===== config.mk =====
export PLATFORM = sky130hd
export DESIGN_NAME = dmx_frame_scheduler_flat
export DESIGN_NICKNAME = d
export VERILOG_FILES = /design/src/rtl/dmx_frame_scheduler_if.sv /design/src/rtl/dmx_frame_scheduler.sv /design/src/flat_wrapper.sv
export SDC_FILE = /design/constraint.sdc
export NUM_CORES = 1
export LEC_CHECK = 0
export CORE_UTILIZATION = 45
export CTS_BUF_LIST = sky130_fd_sc_hd__clkbuf_16
export CTS_CLUSTER_SIZE = 10
export DETAILED_ROUTE_END_ITERATION = 6
export PLACE_DENSITY = 0.74
export RECOVER_POWER = 25
export SYNTH_ARGS = -nofsm -noshare
export SYNTH_HDL_FRONTEND = slang
export SYNTH_SLANG_ARGS = --single-unit

===== constraint.sdc =====
create_clock -name i_clk -period 2.31 [get_ports i_clk]
set_input_delay 0.231 -clock i_clk [delete_from_list [all_inputs] [get_ports i_clk]]
set_output_delay 0.231 -clock i_clk [all_outputs]
set_load 0.01 [all_outputs]

===== src/rtl/dmx_frame_scheduler_if.sv =====
// Control/status bundle between the register block, the frame scheduler and
// dmx_out. The register side (and dmx_out busy) drives through "master";
// the scheduler itself connects through "slave".
interface dmx_frame_scheduler_if #(
    parameter int PERIOD_WIDTH = 24,
    parameter int COUNT_WIDTH  = 16
);
    logic                    i_enable;
    logic [PERIOD_WIDTH-1:0] i_period;
    logic                    i_manual_strobe;
    logic                    i_swap_req;
    logic                    i_clear_flags;
    logic                    i_dmx_busy;
    logic                    o_start_strobe;
    logic                    o_bank;
    logic                    o_swap_pending;
    logic                    o_manual_pending;
    logic [COUNT_WIDTH-1:0]  o_frame_count;
    logic                    o_overrun;
    logic                    o_fault;
    logic [1:0]              dbg_state;

    modport master (
        output i_enable, i_period, i_manual_strobe, i_swap_req, i_clear_flags, i_dmx_busy,
        input  o_start_strobe, o_bank, o_swap_pending, o_manual_pending, o_frame_count,
               o_overrun, o_fault, dbg_state
    );

    modport slave (
        input  i_enable, i_period, i_manual_strobe, i_swap_req, i_clear_flags, i_dmx_busy,
        output o_start_strobe, o_bank, o_swap_pending, o_manual_pending, o_frame_count,
               o_overrun, o_fault, dbg_state
    );
endinterface


===== src/rtl/dmx_frame_scheduler.sv =====
// DMX frame scheduler: issues the dmx_out start strobe from a periodic tick or
// a latched manual request, owns the frame-buffer bank select (swapped only at
// frame start) and reports frame count, overrun and start-timeout faults.
//
// Start/busy handshake: o_start_strobe is a single-cycle pulse, issued only
// from IDLE while i_dmx_busy is low. dmx_out acknowledges by raising
// i_dmx_busy within ACK_TIMEOUT clocks and drops it when the frame is done;
// the falling edge marks a completed frame. There is no back-pressure beyond
// busy: a request that cannot start is either held (manual) or dropped and
// flagged (periodic tick).
module dmx_frame_scheduler #(
    parameter int PERIOD_WIDTH = 24,
    parameter int ACK_TIMEOUT  = 16,
    parameter int MIN_GAP      = 8,
    parameter int COUNT_WIDTH  = 16
) (
    input logic                  i_clk,
    input logic                  i_rst_n,
    dmx_frame_scheduler_if.slave bus
);
    localparam int TIMER_MAX   = (ACK_TIMEOUT > MIN_GAP) ? ACK_TIMEOUT : MIN_GAP;
    localparam int TIMER_WIDTH = $clog2(TIMER_MAX + 1);
    localparam logic [TIMER_WIDTH-1:0] ACK_LAST = TIMER_WIDTH'(ACK_TIMEOUT - 1);
    localparam logic [TIMER_WIDTH-1:0] GAP_LAST = TIMER_WIDTH'(MIN_GAP - 1);

    typedef enum logic [1:0] {
        ST_IDLE     = 2'd0,
        ST_WAIT_ACK = 2'd1,
        ST_RUNNING  = 2'd2,
        ST_GAP      = 2'd3
    } state_t;

    state_t                  state_q, state_d;
    logic [TIMER_WIDTH-1:0]  timer_q, timer_d;
    logic [PERIOD_WIDTH-1:0] period_cnt;
    logic                    active, tick, request;
    logic                    go, fault_set, frame_done;
    logic                    strobe_q, bank_q, swap_q, manual_q, overrun_q, fault_q;
    logic [COUNT_WIDTH-1:0]  count_q;

    // A tick fires on the first enabled cycle and then every i_period clocks.
    assign active  = bus.i_enable & (bus.i_period != '0);
    assign tick    = active & (period_cnt == '0);
    assign request = tick | manual_q | bus.i_manual_strobe;

    // Period down-counter; new i_period values are picked up at reload only.
    always_ff @(posedge i_clk or negedge i_rst_n) begin
        if (!i_rst_n) begin
            period_cnt <= '0;
        end else if (!active) begin
            period_cnt <= '0;
        end else if (tick) begin
            period_cnt <= bus.i_period - PERIOD_WIDTH'(1);
        end else begin
            period_cnt <= period_cnt - PERIOD_WIDTH'(1);
        end
    end

    // FSM state and shared ack/gap timer registers.
    always_ff @(posedge i_clk or negedge i_rst_n) begin
        if (!i_rst_n) begin
            state_q <= ST_IDLE;
            timer_q <= '0;
        end else begin
            state_q <= state_d;
            timer_q <= timer_d;
        end
    end

    // FSM next-state: start from IDLE, wait for ack, run, then enforce the gap.
    always_comb begin
        state_d    = state_q;
        timer_d    = timer_q;
        go         = 1'b0;
        fault_set  = 1'b0;
        frame_done = 1'b0;
        case (state_q)
            ST_IDLE: begin
                if (request && !bus.i_dmx_busy) begin
                    go      = 1'b1;
                    state_d = ST_WAIT_ACK;
                    timer_d = '0;
                end
            end
            ST_WAIT_ACK: begin
                if (bus.i_dmx_busy) begin
                    state_d = ST_RUNNING;
                end else if (timer_q == ACK_LAST) begin
                    fault_set = 1'b1;
                    state_d   = ST_GAP;
                    timer_d   = '0;
                end else begin
                    timer_d = timer_q + TIMER_WIDTH'(1);
                end
            end
            ST_RUNNING: begin
                if (!bus.i_dmx_busy) begin
                    frame_done = 1'b1;
                    state_d    = ST_GAP;
                    timer_d    = '0;
                end
            end
            ST_GAP: begin
                if (timer_q == GAP_LAST) begin
                    state_d = ST_IDLE;
                end else begin
                    timer_d = timer_q + TIMER_WIDTH'(1);
                end
            end
            default: begin
                state_d = ST_IDLE;
                timer_d = '0;
            end
        endcase
    end

    // Strobe, request latches, bank select, frame counter and sticky flags.
    // A tick that cannot start a frame is dropped and flagged; sets beat clears.
    always_ff @(posedge i_clk or negedge i_rst_n) begin
        if (!i_rst_n) begin
            strobe_q  <= 1'b0;
            manual_q  <= 1'b0;
            swap_q    <= 1'b0;
            bank_q    <= 1'b0;
            count_q   <= '0;
            overrun_q <= 1'b0;
            fault_q   <= 1'b0;
        end else begin
            strobe_q <= go;
            manual_q <= (manual_q | bus.i_manual_strobe) & ~go;
            if (go) begin
                if (swap_q || bus.i_swap_req) begin
                    bank_q <= ~bank_q;
                end
                swap_q <= 1'b0;
            end else if (bus.i_swap_req) begin
                swap_q <= 1'b1;
            end
            if (frame_done) begin
                count_q <= count_q + COUNT_WIDTH'(1);
            end
            if (tick && !go) begin
                overrun_q <= 1'b1;
            end else if (bus.i_clear_flags) begin
                overrun_q <= 1'b0;
            end
            if (fault_set) begin
                fault_q <= 1'b1;
            end else if (bus.i_clear_flags) begin
                fault_q <= 1'b0;
            end
        end
    end

    assign bus.o_start_strobe   = strobe_q;
    assign bus.o_bank           = bank_q;
    assign bus.o_swap_pending   = swap_q;
    assign bus.o_manual_pending = manual_q;
    assign bus.o_frame_count    = count_q;
    assign bus.o_overrun        = overrun_q;
    assign bus.o_fault          = fault_q;
    assign bus.dbg_state        = state_q;
endmodule

===== src/flat_wrapper.sv =====
// flat-port wrapper written by rule: the top's interface ports become plain ports
module dmx_frame_scheduler_flat 
#(
    parameter int PERIOD_WIDTH = 24,
    parameter int ACK_TIMEOUT  = 16,
    parameter int MIN_GAP      = 8,
    parameter int COUNT_WIDTH  = 16
)
  (i_clk, i_rst_n, bus_i_enable, bus_i_period, bus_i_manual_strobe, bus_i_swap_req, bus_i_clear_flags, bus_i_dmx_busy, bus_o_start_strobe, bus_o_bank, bus_o_swap_pending, bus_o_manual_pending, bus_o_frame_count, bus_o_overrun, bus_o_fault, bus_dbg_state);
  dmx_frame_scheduler_if #(.PERIOD_WIDTH(PERIOD_WIDTH), .COUNT_WIDTH(COUNT_WIDTH)) bus_i ();
  input logic i_clk;
  input logic i_rst_n;
  input wire logic [$bits(bus_i.i_enable)-1:0] bus_i_enable;
  input wire logic [$bits(bus_i.i_period)-1:0] bus_i_period;
  input wire logic [$bits(bus_i.i_manual_strobe)-1:0] bus_i_manual_strobe;
  input wire logic [$bits(bus_i.i_swap_req)-1:0] bus_i_swap_req;
  input wire logic [$bits(bus_i.i_clear_flags)-1:0] bus_i_clear_flags;
  input wire logic [$bits(bus_i.i_dmx_busy)-1:0] bus_i_dmx_busy;
  output wire logic [$bits(bus_i.o_start_strobe)-1:0] bus_o_start_strobe;
  output wire logic [$bits(bus_i.o_bank)-1:0] bus_o_bank;
  output wire logic [$bits(bus_i.o_swap_pending)-1:0] bus_o_swap_pending;
  output wire logic [$bits(bus_i.o_manual_pending)-1:0] bus_o_manual_pending;
  output wire logic [$bits(bus_i.o_frame_count)-1:0] bus_o_frame_count;
  output wire logic [$bits(bus_i.o_overrun)-1:0] bus_o_overrun;
  output wire logic [$bits(bus_i.o_fault)-1:0] bus_o_fault;
  output wire logic [$bits(bus_i.dbg_state)-1:0] bus_dbg_state;
  assign bus_i.i_enable = bus_i_enable;
  assign bus_i.i_period = bus_i_period;
  assign bus_i.i_manual_strobe = bus_i_manual_strobe;
  assign bus_i.i_swap_req = bus_i_swap_req;
  assign bus_i.i_clear_flags = bus_i_clear_flags;
  assign bus_i.i_dmx_busy = bus_i_dmx_busy;
  assign bus_o_start_strobe = bus_i.o_start_strobe;
  assign bus_o_bank = bus_i.o_bank;
  assign bus_o_swap_pending = bus_i.o_swap_pending;
  assign bus_o_manual_pending = bus_i.o_manual_pending;
  assign bus_o_frame_count = bus_i.o_frame_count;
  assign bus_o_overrun = bus_i.o_overrun;
  assign bus_o_fault = bus_i.o_fault;
  assign bus_dbg_state = bus_i.dbg_state;
  dmx_frame_scheduler #(.PERIOD_WIDTH(PERIOD_WIDTH), .ACK_TIMEOUT(ACK_TIMEOUT), .MIN_GAP(MIN_GAP), .COUNT_WIDTH(COUNT_WIDTH)) u_core (.i_clk(i_clk), .i_rst_n(i_rst_n), .bus(bus_i));
endmodule

==> results.py <==
metrics = {
    "synthesis": {
        "synthFlopType": "dfrtp_1",
        "synth_warnings": 0,
        "yosys.area.top_type": "dfrtp_1",
        "netlist.area_leader.share": 0.4064,
        "syn_area_sq_um": 3263,
        "syn_inst": 346,
        "ys_types": 59,
        "synth_seq_cells": 53,
        "yosys-top-cells-area": "dfrtp_1 41%, xnor2_1 5.9%, a21oi_1 4.8%, nor2_1 4.5%, ha_1 3.1%",
        "async_flop_share": 1.000,
        "yosysSeqAreaShare": 0.4064,
        "synth_nets": 385,
        "avgSynthCellArea_sq_um": 9.431,
        "synth_edf_count": 0,
    },
    "sta": {
        "setup_violations": 5,
        "relSlewSlack": 0.1125,
        "rsz0062_at_grt": "true",
        "hold_viol": 0,
        "fmax_mhz": 422.1,
        "setup-tns-final_ns": -0.1730,
        "fin_worst_skew_ns": 0.009177,
        "maxSlewViolCount": 0,
        "layout_setup_ws_ns": -0.05915,
        "worst_pin_slew_ns": 1.331,
        "fin_crit_sh": 1.026,
        "min_period_ns": 2.369,
        "hold_slack_ns": 0.2299,
    },
    "run": {
        "cap_violations": 0,
    },
    "run_status": {
        "violations": "negative setup slack",
        "status": "finished with violations",
    },
    "layout": {
        "drive_above_1_share": 0.3387,
        "synthToLayoutAreaGrowth_pct": 53.57,
        "layout_commonest_cell": "buf_4",
        "antennaDiodeCount": 0,
        "final_area_sq_um": 5011,
        "layout_common_cells": "88 x buf_4, 53 x dfrtp_1, 46 x clkdlybuf4s50_1, 39 x nor2_1, 27 x a21oi_1",
        "nets": 534,
    },
    "global_route": {
        "grt_overflow": 0,
        "grt_pass1_wl_mm": 14.89,
        "grt_start_max_net_pins": 54,
        "grt.total_usage": 0.2541,
        "antenna_found_initial": 0,
        "grt_pass1_vias": 3270,
    },
    "die": {
        "die_x_um": 87.16,
        "dieArea_sq_um": 7596,
        "std_cell_rows": 30,
        "floorplan.initialDensity": 0.4725,
        "core_sq_um": 6907,
        "dieHeight_um": 87.16,
        "io_pins": 55,
    },
    "route": {
        "via_per_inst": 5.728,
        "dr.first_iter.drc_count": 188,
        "vias": 3391,
        "finalWirelength_mm": 9.906,
        "routedWlPerCell_um": 16.73,
        "remaining_drc_errors": 0,
        "dr.pass1.iters": 5,
        "ant_nets": 0,
    },
    "worst_setup_path": {
        "slowest_stage": "or4_4",
        "crit_path_start_kind": "primary input",
        "path_class": "in2reg",
        "slowest_delay_ns": 0.42,
        "worstPathRequired_ns": 2.50,
        "end_kind": "register",
        "critical_path_arrival_ns": 2.56,
        "startpoint": "bus_i_period[2]",
        "critPathMaxFanout": 5,
        "rr_startpoint": "u_core.period_cnt[17]",
        "worstPathCellList": "clkdlybuf4s15_2, or4_4, buf_4, nor4_2, and4_4, o21ai_2, a211o_1, nand4bb_4, a21o_1",
    },
    "clock_tree": {
        "cts_tree": "done",
        "clock_latency_ns": 0.30,
        "cts_made_buffers": 5,
        "clk_pin_slew_ns": 0.07,
        "clk_path_buf_depth": 2,
        "htreeDepth": 2,
        "cts.sinks": 53,
        "cts-root-buf": "clkbuf_16",
    },
    "power_and_ir_drop": {
        "power_density_nw_per_um2": 1269,
        "pwr-share-clk": 0.122,
        "p_int_w": 0.003702,
        "p_seq_frac": 0.229,
        "combPwrFrac": 0.649,
        "leakage_nw": 2.199,
        "peakVddDrop_uv": 618.2,
        "switchingPower_w": 0.002659,
        "sw_frac_of_total": 0.4180,
    },
    "placement": {
        "placed_area_sq_um": 4529,
        "io_buffers": 54,
        "gp_congestion": 0.9190,
        "hpwl_mm": 7.047,
    },
    "hold_path": {
        "hold_path.class": "in2reg",
        "worst_hold_startpoint": "bus_i_period[0]",
    },
}
-- worst max-delay path: cells and delay by family --
kind,cells,cell delay (ns)
AND/OR/NAND/NOR,4,1.31
buffers and inverters,2,0.37
AO/OA/AOI/OAI,3,0.66
-- path summary, 6_finish.rpt --
kind	end	slack [ns]	cells after the start
worst max-delay path	u_core.period_cnt[20]	-0.06	9
worst min-delay path	u_core.period_cnt[0]	0.23	3
worst min register to register	u_core.period_cnt[0]	0.47	1
min in group asynchronous	u_core.period_cnt[14]	0.30	2
worst max register to register	u_core.period_cnt[21]	-0.03	7
max in group asynchronous	u_core.bus.o_swap_pending	1.19	2
-- power groups by stage --
stage	clock, W	sequential, W	combinational (W)
finish	0.000778	0.00146	0.00413
global route	0.000810	0.00149	0.00442
CTS	0.000787	0.00145	0.00349
detailed placement	0	0.00147	0.00339
global placement	0	0.00145	0.00332
floorplan	0	0.00152	0.00196
-- cells by family (layout without fill, tap and decap cells) --
| logic type | Yosys count | in the layout | synth area share |
|---|---|---|---|
| compound gates | 91 | 91 | 0.1848 |
| simple gates | 145 | 145 | 0.2573 |
| mux | 2 | 2 | 0.006901 |
| xor+xnor | 30 | 30 | 0.08052 |
| flops | 53 | 53 | 0.4064 |
| buf+inv | 17 | 167 | 0.03336 |
| fa+ha+maj | 8 | 8 | 0.03068 |
-- metrics by stage --
stage,worst slack (ns),cells,utilization,total power (W)
3_3_place_gp,-0.5930,576,0.6558,0.004773
2_1_floorplan,-0.09941,346,-,0.003473
6_report,-0.05915,592,0.7255,0.006361
5_1_grt,-0.1378,592,0.7255,0.006720
3_5_place_dp,-0.6919,576,0.6558,0.004862
4_1_cts,-0.1007,586,0.6866,0.005732
-- synthesized netlist by cell type (3+ instances only) --
cell type  count
dfrtp_1       53
nor2_1        39
a21oi_1       31
xnor2_1       22
nor3_1        17
nand2_1       16
nand3_1       15
o21ai_0       14
a21o_1        10
inv_1         10
ha_1           8
nor4_1         8
o21ai_1        8
xor2_1         8
and4_1         6
buf_6          5
or3_1          5
and3_1         4
nand4_1        4
nor2b_1        4
or4_1          4
a211o_1        3
a211oi_1       3
nand2b_1       3
o211ai_1       3
o21a_1         3
or4_4          3
-- per-layer routing --
metal  vias up  global-route usage  wire length (um)
met5         -                   0                 0
met4         0             0.09985               236
met3        29             0.03981               601
met2       134              0.4545              5082
met1      1648              0.3057              3985
li1       1580                   -                 -
-- flip-flops by register name, summed over array words and instances, names as in the netlist --
register                     cells
u_core.period_cnt               24
u_core.bus.o_frame_count        16
u_core.timer_q                   5
u_core.bus.dbg_state             2
u_core.bus.o_bank                1
u_core.bus.o_fault               1
u_core.bus.o_manual_pending      1
u_core.bus.o_overrun             1
u_core.bus.o_start_strobe        1
u_core.bus.o_swap_pending        1
-- what timing repair did --
item / in CTS / in global routing
setup buffers: 2 / 6
pin swaps: 8 / 42
endpoints found under the setup margin: 24 / 23
hold buffers: 0 / 0
gates resized for setup: 26 / 49
-- area by class of cell --
| class | count | area, sq um |
|---|---|---|
| Timing Repair Buffer | 149 | 1275 |
| Fill cell | 487 | 1896 |
| Clock buffer | 5 | 125.1 |
| Inverter | 10 | 37.54 |
| Sequential cell | 53 | 1326 |
| Multi-Input combinational cell | 276 | 2102 |
| Clock inverter | 3 | 25.02 |
| Tap cell | 96 | 120.1 |
Power figures use the tool's default switching activity.
